--- src/rtl/prog_loader_if.sv ---
// Download byte stream and program-memory write port of the program loader.
// master = download/memory side, slave = loader.
interface prog_loader_if #(
    parameter int ADDR_W = 11,
    parameter int DATA_W = 14
);
    logic [7:0]        in_data;
    logic              in_valid;
    logic              in_ready;
    logic              prog_we;
    logic [ADDR_W-1:0] prog_addr;
    logic [DATA_W-1:0] prog_data;

    modport master (
        output in_data, in_valid,
        input  in_ready, prog_we, prog_addr, prog_data
    );

    modport slave (
        input  in_data, in_valid,
        output in_ready, prog_we, prog_addr, prog_data
    );
endinterface

--- src/rtl/prog_loader.sv ---
// Byte-serial program loader: parses SYNC/count/words/checksum frames, writes
// opcodes from address 0 and releases cpu_hold only after a good checksum.
module prog_loader #(
    parameter int         ADDR_W = 11,
    parameter int         DATA_W = 14,
    parameter logic [7:0] SYNC   = 8'hA5
) (
    input  logic          clk,
    input  logic          reset,
    prog_loader_if.slave  bus,
    output logic          cpu_hold,
    output logic          done,
    output logic          error
);
    typedef enum logic [3:0] {
        S_IDLE, S_CNT_HI, S_CNT_LO, S_W_HI, S_W_LO, S_WRITE, S_CHK, S_DONE, S_ERR
    } state_t;

    localparam logic [11:0] N_MAX = 12'(1 << ADDR_W);

    state_t            state_reg;
    logic [2:0]        cnt_hi_reg;
    logic [5:0]        w_hi_reg;
    logic [ADDR_W-1:0] addr_reg;
    logic [11:0]       remain_reg;
    logic [7:0]        sum_reg;
    logic              prog_we_reg;
    logic [ADDR_W-1:0] prog_addr_reg;
    logic [DATA_W-1:0] prog_data_reg;
    logic              cpu_hold_reg;
    logic              done_reg;
    logic              error_reg;

    logic        take;
    logic [7:0]  sum_next;
    logic [11:0] n_words;

    assign bus.in_ready = (state_reg != S_WRITE) && (state_reg != S_DONE);
    assign take         = bus.in_valid && bus.in_ready;
    assign sum_next     = sum_reg + bus.in_data;
    assign n_words      = {1'b0, cnt_hi_reg, bus.in_data};

    always_ff @(posedge clk or negedge reset) begin
        if (!reset) begin
            state_reg     <= S_IDLE;
            cnt_hi_reg    <= '0;
            w_hi_reg      <= '0;
            addr_reg      <= '0;
            remain_reg    <= '0;
            sum_reg       <= '0;
            prog_we_reg   <= 1'b0;
            prog_addr_reg <= '0;
            prog_data_reg <= '0;
            cpu_hold_reg  <= 1'b1;
            done_reg      <= 1'b0;
            error_reg     <= 1'b0;
        end else begin
            prog_we_reg <= 1'b0;
            case (state_reg)
                S_IDLE: begin
                    if (take && bus.in_data == SYNC) begin
                        sum_reg   <= '0;
                        state_reg <= S_CNT_HI;
                    end
                end
                S_CNT_HI: begin
                    if (take) begin
                        sum_reg <= sum_next;
                        if (bus.in_data[7:3] != 5'd0) begin
                            error_reg <= 1'b1;
                            state_reg <= S_ERR;
                        end else begin
                            cnt_hi_reg <= bus.in_data[2:0];
                            state_reg  <= S_CNT_LO;
                        end
                    end
                end
                S_CNT_LO: begin
                    if (take) begin
                        sum_reg <= sum_next;
                        if (n_words == 12'd0) begin
                            state_reg <= S_CHK;
                        end else if (n_words > N_MAX) begin
                            error_reg <= 1'b1;
                            state_reg <= S_ERR;
                        end else begin
                            addr_reg   <= '0;
                            remain_reg <= n_words;
                            state_reg  <= S_W_HI;
                        end
                    end
                end
                S_W_HI: begin
                    if (take) begin
                        sum_reg <= sum_next;
                        if (bus.in_data[7:6] != 2'd0) begin
                            error_reg <= 1'b1;
                            state_reg <= S_ERR;
                        end else begin
                            w_hi_reg  <= bus.in_data[5:0];
                            state_reg <= S_W_LO;
                        end
                    end
                end
                S_W_LO: begin
                    // Strobe and payload are registered here so they are valid during WRITE.
                    if (take) begin
                        sum_reg       <= sum_next;
                        prog_we_reg   <= 1'b1;
                        prog_addr_reg <= addr_reg;
                        prog_data_reg <= DATA_W'({w_hi_reg, bus.in_data});
                        state_reg     <= S_WRITE;
                    end
                end
                S_WRITE: begin
                    addr_reg   <= addr_reg + 1'b1;
                    remain_reg <= remain_reg - 12'd1;
                    state_reg  <= (remain_reg == 12'd1) ? S_CHK : S_W_HI;
                end
                S_CHK: begin
                    if (take) begin
                        sum_reg <= sum_next;
                        if (sum_next == 8'd0) begin
                            done_reg     <= 1'b1;
                            cpu_hold_reg <= 1'b0;
                            state_reg    <= S_DONE;
                        end else begin
                            error_reg <= 1'b1;
                            state_reg <= S_ERR;
                        end
                    end
                end
                S_DONE: begin
                    state_reg <= S_DONE;
                end
                S_ERR: begin
                    if (take && bus.in_data == SYNC) begin
                        error_reg <= 1'b0;
                        sum_reg   <= '0;
                        state_reg <= S_CNT_HI;
                    end
                end
                default: state_reg <= S_IDLE;
            endcase
        end
    end

    assign bus.prog_we   = prog_we_reg;
    assign bus.prog_addr = prog_addr_reg;
    assign bus.prog_data = prog_data_reg;
    assign cpu_hold      = cpu_hold_reg;
    assign done          = done_reg;
    assign error         = error_reg;
endmodule

--- src/flat_wrapper.sv ---
// flat-port wrapper written by rule: the top's interface ports become plain ports
module prog_loader_flat 
#(
    parameter int         ADDR_W = 11,
    parameter int         DATA_W = 14,
    parameter logic [7:0] SYNC   = 8'hA5
)
  (clk, reset, cpu_hold, done, error, bus_in_data, bus_in_valid, bus_in_ready, bus_prog_we, bus_prog_addr, bus_prog_data);
  prog_loader_if #(.ADDR_W(ADDR_W), .DATA_W(DATA_W)) bus_i ();
  input  logic clk;
  input  logic reset;
  output logic cpu_hold;
  output logic done;
  output logic error;
  input wire logic [$bits(bus_i.in_data)-1:0] bus_in_data;
  input wire logic [$bits(bus_i.in_valid)-1:0] bus_in_valid;
  output wire logic [$bits(bus_i.in_ready)-1:0] bus_in_ready;
  output wire logic [$bits(bus_i.prog_we)-1:0] bus_prog_we;
  output wire logic [$bits(bus_i.prog_addr)-1:0] bus_prog_addr;
  output wire logic [$bits(bus_i.prog_data)-1:0] bus_prog_data;
  assign bus_i.in_data = bus_in_data;
  assign bus_i.in_valid = bus_in_valid;
  assign bus_in_ready = bus_i.in_ready;
  assign bus_prog_we = bus_i.prog_we;
  assign bus_prog_addr = bus_i.prog_addr;
  assign bus_prog_data = bus_i.prog_data;
  prog_loader #(.ADDR_W(ADDR_W), .DATA_W(DATA_W), .SYNC(SYNC)) u_core (.clk(clk), .reset(reset), .bus(bus_i), .cpu_hold(cpu_hold), .done(done), .error(error));
endmodule
--- config.mk ---
export PLATFORM = sky130hd
export DESIGN_NAME = prog_loader_flat
export DESIGN_NICKNAME = d
export VERILOG_FILES = /design/src/rtl/prog_loader_if.sv /design/src/rtl/prog_loader.sv /design/src/flat_wrapper.sv
export SDC_FILE = /design/constraint.sdc
export NUM_CORES = 1
export LEC_CHECK = 0
export ABC_AREA = 1
export CAP_MARGIN = 20
export CORE_MARGIN = 5
export CORE_UTILIZATION = 29
export DETAILED_ROUTE_END_ITERATION = 10
export DONT_BUFFER_PORTS = 1
export SLEW_MARGIN = 20
export SYNTH_ARGS = -nofsm -noshare
export SYNTH_HDL_FRONTEND = slang
export SYNTH_SLANG_ARGS = --single-unit
--- constraint.sdc ---
create_clock -name clk -period 2.2 [get_ports clk]
set_input_delay 0.22 -clock clk [delete_from_list [all_inputs] [get_ports clk]]
set_output_delay 0.22 -clock clk [all_outputs]
set_load 0.01 [all_outputs]
==> results by group <==
Setup path
  • Worst stage delay on the critical path: 0.42 ns
  • CP Max Fanout: 5
  • Sort of element at the end of the critical path: flip-flop
  • Required time at the worst-slack endpoint: 2.42 ns
  • Kind of launch point of the worst setup path: flip-flop
  • Buffers and inverters on the worst path: 0
  • Worst path top cell family by delay: simple AND/OR/NAND/NOR gates
  • Critical-path cell list: ha_1 -> fa_1 -> nand2_1 -> nand2_1 -> nand3_1 -> nand2_1 -> nand2_1 -> nand2_1 -> nor2_2 -> nand3_2 -> nand3_1 -> nand2_1
  • Cell type with the highest occurrence count on the critical path: nand2_1
  • Data arrival time at the worst-slack endpoint: 2.24 ns
  • Slowest library cell on the worst path: fa_1
  • Path type of the worst setup path: reg -> reg

Run
  • Number of max-cap violations: 0

Clock network
  • CTS root buf: clkbuf_16
  • Later-pin clock latency in the skew report: 0.34 ns
  • Clock tree from TritonCTS: done
  • Clock transition at the registers of the reported paths: 0.06 ns
  • Max clock buf depth: 2
  • Total setup buffers inserted after CTS: 0
  • Total clock buffers created by CTS: 9
  • H-tree depth: 3
  • CTS sink cnt: 73

Final layout
  • Most common library cell in the layout ignoring fill and taps: nand2_1
  • Fin area: 4440 um2
  • Share of cells above drive strength 1: 0.0677
  • Area added between synthesis and finish: 12.9%
  • Flip-flop count of the largest register after layout: 14
  • Most used cells in the layout excluding fill and tap cells: 141 x nand2_1, 72 x dfrtp_1, 64 x inv_1, 41 x nor2_1, 38 x nand3_1
  • Number of antenna diodes: 0
  • Number of nets in the layout: 534

Die
  • Effective utilization at floorplan: 0.297
  • Die W: 126 um
  • Die Y: 126 um
  • Number of ports placed on the die boundary: 41
  • Area of the die: 16000 um2
  • Core area: 13200 um2
  • Cell row count: 42

Placed design
  • Post-DP HPWL: 7070 um
  • Port buffer count: 0
  • GP Congestion: 0.872
  • Dpl cell area: 4090 um2

Timing
  • Fin. Hold Viols: 0
  • Count of endpoints failing setup in the final report: 0
  • Headroom to the max-slew limit: 0.558
  • Unrepaired setup endpoints after global routing: no
  • Post-route clock period utilization: 0.917
  • Slew at the pin closest to its max-slew limit: 0.662 ns
  • Final number of max-transition violations: 0
  • Peak clock frequency supported by timing: 496 MHz
  • Accumulated negative setup slack: 0 ns
  • Setup clock skew after layout: 0.00720 ns
  • Minimum clock period: 2.02 ns

Status
  • Status: finished, final reports clean

Route
  • Average via count per standard cell: 4.79
  • Total wire length after detailed routing: 9680 um
  • Detailed Route Iter0 Violations: 201
  • Vias: 3318
  • Antenna-violating nets left: 0
  • Number of search-and-repair iterations in the first detailed-routing pass: 4
  • Final routed DRC violation total: 0
  • DR WL/cell: 14.0 um

Yosys
  • Total of warnings raised by yosys: 0
  • Count of flip-flops with a built-in enable after synthesis: 0
  • Synthesis-stage register bit count: 73
  • Distinct cells, synth: 33
  • Share of synthesized flip-flops with an asynchronous set or reset: 1.00
  • Mean post-synth cell area: 7.75 um2
  • Cell accounting for the most synthesized area: dfrtp_1
  • Post-Synthesis Net Count: 529
  • Leading post-synthesis cells by cell area: dfrtp_1 46%, nand2_1 13%, inv_1 6.1%
  • Number of instances in the synthesized netlist: 507
  • Area fraction of the dominant cell type after synthesis: 0.458
  • Share of synthesized area occupied by flip-flops and latches: 0.465
  • Synthesized cell area: 3930 um2
  • Most used flip-flop cell after synthesis: dfrtp_1

Pwr
  • Relative contribution of combinational cells to total power: 0.319
  • LEAKAGE: 2.19 nW
  • Switching component of the power: 2.03 mW
  • Switching part of the total power: 0.386
  • Worst VDD drop: 526 uV
  • Clock share of power: 0.279
  • Power per cell area: 1190 nW/um2
  • Internal Dissipation: 3.23 mW
  • Part of the power in registers: 0.402

GRT
  • Number of global-route vias before repair: 3345
  • Number of antenna violations at the first check in global routing: 0
  • Global-route usage over all layers: 0.127
  • Maximum number of pins on one net before global-route repair: 74
  • Global-route wire length before repair: 16500 um
  • Total congestion overflow: 0

Min path
  • Worst min-delay path class: in -> reg
## synth_stat cells, types with 2 or more instances
cell and count:
xor2_1 9, o21ai_0 33, nand2_1 141, nor2_4 2, o22ai_1 6, dfrtp_1 72, nor3_1 7, a21oi_1 10
o211ai_1 6, inv_1 64, xnor2_1 2, buf_2 4, clkbuf_1 3, o21ai_1 24, nand4_1 9, nand3_1 39
buf_6 5, ha_1 10, nor4_1 2, inv_2 5, nor2_1 42
## power groups by stage
stage / clock network [mW] / registers, mW / logic [mW]
after floorplan: 0 / 2.03 / 1.34
after global placement: 0 / 2.11 / 1.59
after detailed placement: 0 / 2.13 / 1.63
after CTS: 1.50 / 2.12 / 1.67
after global routing: 1.59 / 2.16 / 1.96
final: 1.47 / 2.12 / 1.68
## area by class of cell
type	count	area [um2]
fillers	1392	8800
flip-flops and latches	73	1830
multi-input cells	352	1760
inverters	69	259
clock buffers	10	229
well taps	176	220
repair buffers	7	77.6
clock inverters	6	67.6
## metal layers
| metal | global-route usage | up-vias | share of wire |
|---|---|---|---|
| li1 | - | 1648 | - |
| met1 | 0.157 | 1568 | 0.44 |
| met2 | 0.205 | 88 | 0.47 |
| met3 | 0.0458 | 14 | 0.069 |
| met4 | 0.0473 | 0 | 0.014 |
| met5 | 0 | - | 0 |
## repair_timing
item,in CTS,in global routing
hold endpoints to repair,74,0
endpoints found under the setup margin,0,4
hold buffers,3,0
resized for setup,0,2
## logic make-up (layout without fill, tap and decap cells)
family,Yosys count,after routing,synth area share
buffers and inverters,82,92,0.0901
flip-flops,73,73,0.465
AND/OR/NAND/NOR,247,247,0.269
AO/OA/AOI/OAI,83,83,0.114
adder cells (fa/ha/maj),11,11,0.0369
XOR/XNOR,11,11,0.0245
## path summary, 6_finish.rpt
kind | start | end | slack, ns | cells past startpoint
setup / recovery | u_core.sum_reg[0]$_DFFE_PN0P_ | u_core.state_reg[3]$_DFFE_PN0P_ | 0.18 | 12
hold / removal | bus_in_data[2] | u_core.w_hi_reg[2]$_DFFE_PN0P_ | 0.01 | 2
setup reg to reg | u_core.sum_reg[0]$_DFFE_PN0P_ | u_core.state_reg[3]$_DFFE_PN0P_ | 0.18 | 12
hold reg to reg | u_core.cpu_hold$_DFFE_PN1P_ | u_core.cpu_hold$_DFFE_PN1P_ | 0.48 | 2
max in group asynchronous | reset | u_core.cpu_hold$_DFFE_PN1P_ | 1.40 | 2
min in group asynchronous | reset | u_core.bus.prog_data[4]$_DFFE_PN0P_ | 0.44 | 2
## metrics by stage
| stage | power, mW | hold WS, ns | setup slack (ns) | std cells | utilization |
|---|---|---|---|---|---|
| 2_1_floorplan | 3.37 | -0.0756 | 0.309 | 507 | - |
| 3_3_place_gp | 3.71 | -0.0732 | 0.197 | 674 | 0.309 |
| 3_5_place_dp | 3.76 | -0.0729 | 0.132 | 674 | 0.309 |
| 4_1_cts | 5.29 | 0.00168 | 0.120 | 693 | 0.335 |
| 5_1_grt | 5.71 | 0.00114 | 0.0319 | 693 | 0.335 |
| 6_report | 5.26 | 0.0104 | 0.182 | 693 | 0.335 |
## worst reg2reg max path, stage by stage (launching register included)
cell,delay [ns]
dfrtp_1,0.38
ha_1,0.23
fa_1,0.42
nand2_1,0.09
nand2_1,0.07
nand3_1,0.09
nand2_1,0.05
nand2_1,0.05
nand2_1,0.07
nor2_2,0.15
nand3_2,0.13
nand3_1,0.11
nand2_1,0.06
No activity file was read; power rests on OpenSTA's default activity.
